File: config.mk
export PLATFORM = sky130hd
export DESIGN_NAME = led_pattern_seq
export DESIGN_NICKNAME = d
export VERILOG_FILES = /design/src/rtl/led_pattern_pkg.sv /design/src/rtl/tick_gen.sv /design/src/rtl/led_pattern_seq.sv
export SDC_FILE = /design/constraint.sdc
export NUM_CORES = 1
export LEC_CHECK = 0
export CAP_MARGIN = 20
export CORE_MARGIN = 3
export CORE_UTILIZATION = 53
export CTS_CLUSTER_SIZE = 30
export DETAILED_ROUTE_END_ITERATION = 8
export PLACE_DENSITY = 0.87
export RECOVER_POWER = 25
export SKIP_CTS_REPAIR_TIMING = 1
export SYNTH_ARGS = -nofsm -noshare
export SYNTH_HDL_FRONTEND = slang
export SYNTH_HIERARCHICAL = 1
export SYNTH_SLANG_ARGS = --single-unit
File: constraint.sdc
create_clock -name clk -period 2.1 [get_ports clk]
set_clock_uncertainty 0.15 [all_clocks]
set_input_delay 0.21 -clock clk [delete_from_list [all_inputs] [get_ports clk]]
set_output_delay 0.21 -clock clk [all_outputs]
set_load 0.1 [all_outputs]
File: src/rtl/led_pattern_pkg.sv
// Shared encodings and helpers for the LED pattern sequencer.
package led_pattern_pkg;

    localparam logic [1:0] MODE_CHASE  = 2'b00;
    localparam logic [1:0] MODE_BOUNCE = 2'b01;
    localparam logic [1:0] MODE_BLINK  = 2'b10;
    localparam logic [1:0] MODE_FILL   = 2'b11;

    typedef enum logic {
        DIR_UP   = 1'b0,
        DIR_DOWN = 1'b1
    } dir_t;

    // Mask with the n low bits set; saturates at 0 and 32 bits.
    function automatic logic [31:0] lsb_mask(input int n);
        if (n <= 0) begin
            return 32'h0000_0000;
        end
        if (n >= 32) begin
            return 32'hFFFF_FFFF;
        end
        return 32'hFFFF_FFFF >> (32 - n);
    endfunction

    function automatic logic [31:0] start_pattern(input logic [1:0] mode, input int num_leds);
        if (mode == MODE_BLINK) begin
            return lsb_mask(num_leds);
        end
        return 32'h0000_0001;
    endfunction

endpackage

File: src/rtl/tick_gen.sv
// Free-running prescaler: one-cycle tick every TICK_DIV enabled clocks.
module tick_gen #(
    parameter int TICK_DIV = 25000000
) (
    input  logic clk,
    input  logic reset,
    input  logic enable,
    output logic tick
);

    localparam int CNT_W = (TICK_DIV > 1) ? $clog2(TICK_DIV) : 1;
    localparam logic [CNT_W-1:0] CNT_LAST = CNT_W'(TICK_DIV - 1);

    logic [CNT_W-1:0] cnt;

    // Combinational so the consumer can act on the same edge that wraps cnt.
    assign tick = enable && (cnt == CNT_LAST);

    always_ff @(posedge clk) begin
        if (reset) begin
            cnt <= '0;
        end else if (enable) begin
            cnt <= tick ? '0 : cnt + 1'b1;
        end
    end

endmodule

File: src/rtl/led_pattern_seq.sv
// Run-time selectable LED pattern sequencer (chase, bounce, blink, fill).
//
// state        | meaning
// -------------+--------------------------------------------------------
// DIR_UP       | bounce one-hot moves toward bit NUM_LEDS-1 on each step
// DIR_DOWN     | bounce one-hot moves toward bit 0 on each step
// mode_q       | pattern on display; only re-sampled from mode on a step
// lvl_q        | fill level, 0..NUM_LEDS lit LEDs counted from bit 0
module led_pattern_seq
    import led_pattern_pkg::*;
#(
    parameter int NUM_LEDS = 4,
    parameter int TICK_DIV = 25000000
) (
    input  logic                clk,
    input  logic                reset,
    input  logic                enable,
    input  logic [1:0]          mode,
    output logic [NUM_LEDS-1:0] leds,
    output logic                step_strobe,
    output logic [1:0]          mode_active
);

    localparam int LVL_W = $clog2(NUM_LEDS + 1);
    localparam logic [LVL_W-1:0] LVL_MAX = LVL_W'(NUM_LEDS);

    logic                tick;
    dir_t                dir_q, dir_n;
    logic [LVL_W-1:0]    lvl_q, lvl_n, lvl_inc;
    logic [1:0]          mode_q, mode_n;
    logic [NUM_LEDS-1:0] leds_n, shl, shr;

    tick_gen #(
        .TICK_DIV(TICK_DIV)
    ) u_tick_gen (
        .clk    (clk),
        .reset  (reset),
        .enable (enable),
        .tick   (tick)
    );

    assign mode_active = mode_q;

    always_ff @(posedge clk) begin
        if (reset) begin
            leds        <= NUM_LEDS'(1);
            dir_q       <= DIR_UP;
            lvl_q       <= LVL_W'(1);
            mode_q      <= MODE_CHASE;
            step_strobe <= 1'b0;
        end else begin
            leds        <= leds_n;
            dir_q       <= dir_n;
            lvl_q       <= lvl_n;
            mode_q      <= mode_n;
            step_strobe <= tick;
        end
    end

    always_comb begin
        leds_n  = leds;
        dir_n   = dir_q;
        lvl_n   = lvl_q;
        mode_n  = mode_q;
        shl     = leds << 1;
        shr     = leds >> 1;
        lvl_inc = (lvl_q == LVL_MAX) ? '0 : lvl_q + 1'b1;

        if (tick) begin
            if (mode != mode_q) begin
                // A pending mode change beats advancing the old pattern.
                mode_n = mode;
                dir_n  = DIR_UP;
                lvl_n  = LVL_W'(1);
                leds_n = NUM_LEDS'(start_pattern(mode, NUM_LEDS));
            end else begin
                case (mode_q)
                    MODE_CHASE: begin
                        leds_n = shl | (leds >> (NUM_LEDS - 1));
                    end
                    MODE_BOUNCE: begin
                        // A single LED has nowhere to go, so it simply stays lit.
                        if (NUM_LEDS > 1) begin
                            if (dir_q == DIR_UP) begin
                                leds_n = shl;
                                if (shl[NUM_LEDS-1]) begin
                                    dir_n = DIR_DOWN;
                                end
                            end else begin
                                leds_n = shr;
                                if (shr[0]) begin
                                    dir_n = DIR_UP;
                                end
                            end
                        end
                    end
                    MODE_BLINK: begin
                        leds_n = ~leds;
                    end
                    default: begin
                        lvl_n  = lvl_inc;
                        leds_n = NUM_LEDS'(lsb_mask(int'(lvl_inc)));
                    end
                endcase
            end
        end
    end

endmodule

-- Word level (Yosys, flattened, before mapping)
Index checks and enable logic that the tools add are counted.
- register bits: 36
- input port bits: 5
- output and inout bits: 7
- logic and storage cells: 50
- add/subtract/negate cells: 3
- $lt $le $gt $ge: 1
- equality and inequality tests: 7
- shift-type cells: 1
- multiplexer cells: 23
- bitwise operators: 2
- reduce and logical (&&, ||, !) cells: 7
- operators by type and width (cell ; number):
    $shr A32 B32 Y4 const A ; 1
    $add A25 B1 Y25 const B ; 1
    $eq A25 B25 Y1 const B ; 1
    $mux W25 ; 1
    $mux W4 ; 6
    $mux W1 ; 12
    $pmux W4 S3 ; 1
    $mux W3 ; 3
    $sub A6 B3 Y7 const A ; 1
    $reduce_and A2 Y1 ; 3
    $eq A2 B2 Y1 const B ; 2
    $not A4 Y4 ; 1
    $or A4 B1 Y4 ; 1
    $add A3 B1 Y3 const B ; 1
    $eq A3 B3 Y1 const B ; 1
    $le A3 B1 Y1 const B ; 1
    $reduce_or A3 Y1 ; 1
    $eq A2 B1 Y1 const B ; 1
    $logic_not A2 Y1 ; 1
    $ne A2 B1 Y1 const B ; 1
    $ne A2 B2 Y1 ; 1
    $reduce_bool A2 Y1 ; 1
    $logic_and A1 B1 Y1 ; 1

-- Depth between registers and ports, before layout
Gate-level depths: netlist (run 1).
- depth in word-level cells: 10
- gate-level depth with buffers: 9
- depth with buffers taken out: 9

-- By module
Netlist (run 1), hierarchy kept.
- modules (own cells, without submodules) (module ; instances ; cells an instance ; area an instance (um2) ; seq. area each (um2)):
    tick_gen ; 1 ; 139 ; 1192.4 ; 500.5
    led_pattern_seq ; 1 ; 89 ; 758.2 ; 220.2

-- Worst setup path after synthesis (run 1)
OpenSTA, ideal clock, no wires.
- kind: register to register
- from: register mode_q[0], in the netlist mode_active[0]
- to: register leds[2]
- library setup time: 0.103 ns
- arrival time: 1.862 ns
- required time: 1.847 ns
- slack: -0.015 ns
- stages on the path, launching flop included: 6
- path buffers: 1
- clock period less this slack: 2.115 ns
- cell sequence: dfxtp_1 buf_4 nand3_1 a21oi_1 nor3_1 a2111oi_2
- word-level cells in the longest chain between the ends: 3
- elaborated cells on any way between the ends: 6
- those cells by class: 3 x eq/ne; 2 x mux; 1 x reduce/logical
- RTL lines (element ; line ; source):
    start: declaration ; led_pattern_seq.sv:30 ; logic [1:0] mode_q, mode_n;
    start signal: assignment ; led_pattern_seq.sv:55 ; mode_q <= mode_n;
    $eq A2 B2 Y1 (tied with other cells) ; led_pattern_seq.sv:77 ; case (mode_q)
    $pmux W4 S3 ; led_pattern_seq.sv:77 ;
    $mux W4 * ; led_pattern_seq.sv:70 ; if (mode != mode_q) begin
    end signal: assignment ; led_pattern_seq.sv:52 ; leds <= leds_n;
    end: declaration ; led_pattern_seq.sv:19 ; output logic [NUM_LEDS-1:0] leds,
Mark *: on every way between the ends. The rest lies on a longest branch, timed or not.
A chain may end at the register's enable or synchronous reset.

-- Final worst setup path (run 1)
- from: register u_tick_gen.cnt[0]
- to: register u_tick_gen.cnt[20]
- word-level cells in the longest chain between the ends: 3
- elaborated cells on any way between the ends: 4
- those cells by class: 1 x add/sub; 1 x eq/ne; 1 x mux; 1 x reduce/logical
- RTL lines (element ; line ; source):
    start: declaration ; tick_gen.sv:14 ; logic [CNT_W-1:0] cnt;
    start signal: assignment ; tick_gen.sv:23 ; cnt <= tick ? '0 : cnt + 1'b1;
    branches (longest 2 deep; another with $add A25 B1 Y25) ; -- ;
    $mux W25 * ; tick_gen.sv:23 ;
Mark *: on every way between the ends.

==> results of run 1 <==
flip-flops by register name, summed over array words and instances (netlist names):
signal	flops
lvl_q	3
leds	4
step_strobe	1
u_tick_gen/cnt	25
mode_active	2
dir_q	1
kinds of logic after synthesis:
group           synth area share [%]
buf+inv                         4.43
mux                             1.60
fa+ha+maj                       3.21
xor+xnor                        5.84
compound gates                  19.0
flops                           36.9
simple gates                    29.0
final timing paths:
kind	start	endpoint	slack, ns
worst min register to register	u_tick_gen/cnt[16]	u_tick_gen/cnt[16]	0.35
worst max-delay path	u_tick_gen/cnt[0]	u_tick_gen/cnt[20]	0.02
worst max register to register	u_tick_gen/cnt[0]	u_tick_gen/cnt[20]	0.02
worst min-delay path	u_tick_gen/cnt[16]	u_tick_gen/cnt[16]	0.35
report_power, final:
part / leakage (nW) / internal [mW] / total, mW / switching (mW)
sequential: 0.291 / 0.685 / 0.688 / 0.00309
clock: 0.0503 / 0.292 / 0.527 / 0.236
combinational: 0.528 / 0.0280 / 0.0592 / 0.0312
per-stage QoR:
step                setup slack (ns)  total power, mW  util, %  hold slack [ns]
floorplan                    0.00703            0.729        -            0.122
global placement              -0.202            0.757     65.6            0.312
detailed placement            -0.272            0.760     65.6            0.336
CTS                           -0.131             1.28     68.4            0.352
global route                 -0.0758             1.32     69.4            0.377
finish                        0.0230             1.27     69.4            0.352
final cells by class:
type / count / area share [%]
multi-input cells: 175 / 49.7
flip-flops and latches: 36 / 30.5
repair buffers: 40 / 12.3
clock buffers: 7 / 4.04
well taps: 46 / 2.41
inverters: 7 / 1.10
worst register-to-register path, delay by kind of cell (launching register included):
| kind | cells | cell delay [ns] |
|---|---|---|
| AO/OA/AOI/OAI | 1 | 0.16 |
| adder cells (fa/ha/maj) | 1 | 0.14 |
| flip-flops | 1 | 0.36 |
| AND/OR/NAND/NOR | 3 | 1.20 |
layer usage:
metal | GRT usage [%] | vias to the layer above | wire length (um)
met5 | 0 | - | 0
met4 | 9.64 | 0 | 164
met3 | 5.90 | 17 | 165
met2 | 41.0 | 44 | 2450
met1 | 26.1 | 880 | 2100
li1 | - | 900 | -
Yosys cell counts (7+ instances only):
master and n:
dfxtp_1 36, nor2_1 24, a21oi_1 17, nand2_1 15
nand3_1 9, o21ai_0 9, xor2_1 8, inv_1 7
nand2b_1 7, nand4_1 7
==> results.py, run 1 <==
metrics = {
    "placed_design": {
        "place.gp.congestion": 0.891,
        "place_area_mm2": 0.00226,
        "placed_cells": 302,
        "hpwlAfterDp_um": 3290,
        "io_buffers": 11,
    },
    "sta": {
        "finalCritPeriodShare_pct": 98.9,
        "relSlewSlack_pct": 62.8,
        "setup_viol": 0,
        "fin_crit_ns": 2.08,
        "hold_viol": 0,
        "rsz0062_at_grt": "yes",
        "final-max-slew-violation-count": 0,
        "fmax_ghz": 0.481,
        "worst_pin_slew_ns": 0.561,
        "tns_ns": 0,
    },
    "run": {
        "maxCapViolations": 0,
    },
    "finish": {
        "fill_cells": 260,
        "multi_input_area_mm2": 0.00119,
        "diodes": 0,
        "final-seq-area_um2": 728,
        "drive_gt1_share_pct": 24.2,
        "layout_common_cells": "32 x dfxtp_1, 26 x buf_4, 24 x nor2_1",
        "fin_cells": 311,
        "area_growth_pct": 22.4,
        "layout_commonest_cell": "dfxtp_1",
        "final_cell_area_mm2": 0.00239,
        "final_nets": 275,
    },
    "routing": {
        "vias_per_cell": 5.92,
        "ant_nets": 0,
        "drt_iter0_markers": 168,
        "drt_wl_total_um": 4870,
        "drt-pass1-iter-count": 4,
        "drc": 0,
        "vias": 1841,
        "routedWlPerCell_um": 15.7,
    },
    "synthesis": {
        "avgSynthCellArea_um2": 8.56,
        "ys_ff_latch": 36,
        "ys.warnings.count": 6,
        "ys_seq_area_share_pct": 36.9,
        "yosysUniqueCellTypes": 49,
        "synth_edf_count": 0,
        "syn_nets": 238,
        "ys.flop_type": "dfxtp_1",
        "syn_inst": 228,
        "synthesis.area_mm2": 0.00195,
        "async_flop_share_pct": 0,
        "yosys-top-cells-area": "dfxtp_1 37%, nor2_1 4.6%, a21oi_1 4.4%",
        "synth_top_cell_area_share_pct": 36.9,
        "synth_top_cell_by_area": "dfxtp_1",
    },
    "floorplan": {
        "io_pins": 12,
        "initial_core_util_pct": 56.7,
        "coreArea_mm2": 0.00344,
        "die_area_mm2": 0.00444,
        "die_h_um": 66.7,
        "die_x_um": 66.7,
        "rows": 21,
    },
    "cts": {
        "cts_max_level": 2,
        "clkLatencyLatePin_ns": 0.29,
        "cts_sinks": 36,
        "cts_made_buffers": 5,
        "clock_path_buffers": 2,
        "clockRootBuffer": "clkbuf_8",
        "clkTransAtPathRegs_ns": 0.07,
        "cts_tree": "done",
    },
    "worst_setup_path": {
        "path_cells": "ha_4 > and4_1 > or4b_4 > or4_1 > a21oi_1",
        "end_kind": "flip-flop",
        "crit_family": "simple AND/OR/NAND/NOR gates",
        "crit_arrival_ns": 2.15,
        "cp_num_cells": 5,
        "crit_buf_inv": 0,
        "critPathSlowestCell": "or4b_4",
        "required_ns": 2.17,
        "cpPeakStageDelay_ns": 0.52,
        "reg2reg_depth": 5,
        "setup.worst_path.start_class": "flip-flop",
        "path_class": "reg -> reg",
        "crit_fanout": 7,
    },
    "global_routing": {
        "grt_pass1_vias": 1679,
        "antenna_found_initial": 0,
        "overflow": 0,
        "grt_pass1_wl_um": 7710,
        "grt_max_degree": 15,
        "grt_usage_pct": 23.1,
    },
    "power": {
        "ir_drop_uv": 441,
        "p_leak_nw": 0.870,
        "powerDensity_mw_per_mm2": 534,
    },
    "outcome": {
        "status": "finished, final reports clean",
    },
    "min_path": {
        "hold_class": "reg -> reg",
        "hold_depth": 2,
    },
}
(Power assumes the default switching activity.)
==> run 2, diff against run 1 <==
Settings changed: HOLD_SLACK_MARGIN set to 0.03, SKIP_CTS_REPAIR_TIMING 1 to not set.
==> results.py, run 2 (synthesis results as in run 1) <==
metrics = {
    "outcome": {
        "status": "finished, final reports clean",
    },
    "power": {
        "ir_drop_uv": 374,
        "p_leak_nw": 0.880,
        "power_mw": 1.29,
        "powerDensity_mw_per_mm2": 534,
    },
    "floorplan": {
        "die_h_um": 66.7,
        "die_x_um": 66.7,
        "io_pins": 12,
        "rows": 21,
        "die_area_mm2": 0.00444,
        "initial_core_util_pct": 56.7,
        "coreArea_mm2": 0.00344,
    },
    "worst_setup_path": {
        "reg2reg_depth": 5,
        "crit_fanout": 6,
        "crit_arrival_ns": 2.18,
        "path_class": "reg -> reg",
        "required_ns": 2.18,
        "reg2reg_slack_ns": 0.002,
        "worstReg2RegStart": "u_tick_gen/cnt[1]",
        "r2r-end": "u_tick_gen/cnt[20]",
        "end_kind": "flip-flop",
        "setup.worst_path.start_class": "flip-flop",
    },
    "cts": {
        "cts_made_buffers": 5,
        "clock_path_buffers": 2,
        "cts_tree": "done",
        "cts_sinks": 36,
        "cts_max_level": 2,
        "clkTransAtPathRegs_ns": 0.07,
        "clkLatencyLatePin_ns": 0.30,
        "clockRootBuffer": "clkbuf_8",
    },
    "routing": {
        "drc": 0,
        "drt_wl_total_um": 5040,
        "drt-pass1-iter-count": 4,
        "drt_iter0_markers": 170,
        "routedWlPerCell_um": 16.1,
        "ant_nets": 0,
        "vias": 1867,
        "vias_per_cell": 5.96,
    },
    "sta": {
        "tns_ns": 0,
        "rsz0062_at_grt": "yes",
        "worst_pin_slew_ns": 0.560,
        "fmax_ghz": 0.477,
        "finalCritPeriodShare_pct": 99.9,
        "relSlewSlack_pct": 62.8,
        "hold_viol": 0,
        "final-max-slew-violation-count": 0,
        "setup_viol": 0,
        "fin_crit_ns": 2.10,
    },
    "finish": {
        "fin_cells": 313,
        "layout_commonest_cell": "dfxtp_1",
        "diodes": 0,
        "largest-register": "u_tick_gen/cnt",
        "final_nets": 277,
        "drive_gt1_share_pct": 25.5,
        "largest_register_ffs": 25,
        "fin_util_pct": 69.9,
        "reg_top3": "u_tick_gen/cnt: 25 flops, leds: 4 flops, lvl_q: 3 flops",
        "layout_common_cells": "31 x dfxtp_1, 29 x buf_4, 24 x nor2_1",
        "area_growth_pct": 23.4,
    },
    "placed_design": {
        "placed_cells": 302,
        "place.gp.congestion": 0.891,
        "hpwlAfterDp_um": 3290,
        "io_buffers": 11,
    },
    "global_routing": {
        "grt_max_degree": 15,
        "grt_usage_pct": 23.5,
        "overflow": 0,
        "grt_pass1_wl_um": 7830,
        "grt_pass1_vias": 1701,
        "antenna_found_initial": 0,
    },
    "min_path": {
        "hold_end": "u_tick_gen/cnt[16]",
        "min_from": "u_tick_gen/cnt[16]",
        "hold_class": "reg -> reg",
        "hold_depth": 2,
    },
    "run": {
        "maxCapViolations": 0,
    },
}
run 2: cell count changes in the layout (fill, tap and decap cells not counted):
cell	previous run	this run
a21oi_2	2	3
a21oi_1	15	14
clkbuf_4	1	0
buf_4	26	29
dfxtp_1	32	31
dfxtp_2	3	4
run 2: how the worst max path moves through the flow:
stage	startpoint	endpoint	slack (ns)	depth (start not counted)
finish	u_tick_gen/cnt[1]	u_tick_gen/cnt[20]	0.002	5
global placement	enable	u_tick_gen/cnt[16]	-0.20	6
global route	u_tick_gen/cnt[18]	leds[1]	-0.15	8
CTS	u_tick_gen/cnt[1]	u_tick_gen/cnt[24]	0.004	5
floorplan	u_tick_gen/cnt[1]	u_tick_gen/cnt[16]	0.007	6
detailed placement	enable	u_tick_gen/cnt[24]	-0.27	5
run 2: cell type report:
class,instances,area (um^2)
multi-input combinational,175,1190
timing repair buffer,42,308
clock buffer,7,96.3
tap,46,57.6
fill,257,1030
sequential,36,729
inverter,7,26.3
run 2: routing by layer:
layer	routed length (um)	global-route usage, %	part of all wire [%]
met1	2070	26.7	41
met2	2600	41.2	52
met5	0	0	0
met3	230	5.90	4.6
met4	138	10.2	2.7
run 2: power breakdown:
group          switching (mW)  internal (mW)  total (mW)
registers             0.00315          0.685       0.688
logic                  0.0313         0.0280      0.0593
clock network           0.247          0.292       0.539
run 2: repair_timing:
| action | 4_1_cts | 5_1_grt |
|---|---|---|
| setup endpoints to repair | 6 | 10 |
| hold buffers | 0 | 0 |
| buffers inserted | 1 | 3 |
| gates resized for setup | 4 | 11 |
| endpoints found under the hold margin | 0 | 0 |
| pin swaps | 3 | 5 |
run 2: per-stage QoR:
stage | setup WS [ns] | hold slack [ns] | instance area (um^2)
final | 0.00158 | 0.351 | 2410
after global routing | -0.145 | 0.377 | 2410
after CTS | 0.00389 | 0.353 | 2370
after detailed placement | -0.272 | 0.336 | 2260
after global placement | -0.202 | 0.312 | 2260
after floorplan | 0.00703 | 0.122 | 1950
run 2: worst max-delay path, cell delays in order, from the launching register on:
cell     delay [ns]
dfxtp_2        0.36
ha_4           0.14
and4_1         0.18
or4b_4         0.52
or4_1          0.53
a21oi_1        0.16
==> run 3, diff against run 2 <==
Settings changed: CAP_MARGIN 20 to 40.
==> results of run 3 <==
Final layout, timing and power as in run 2 (identical DEF).
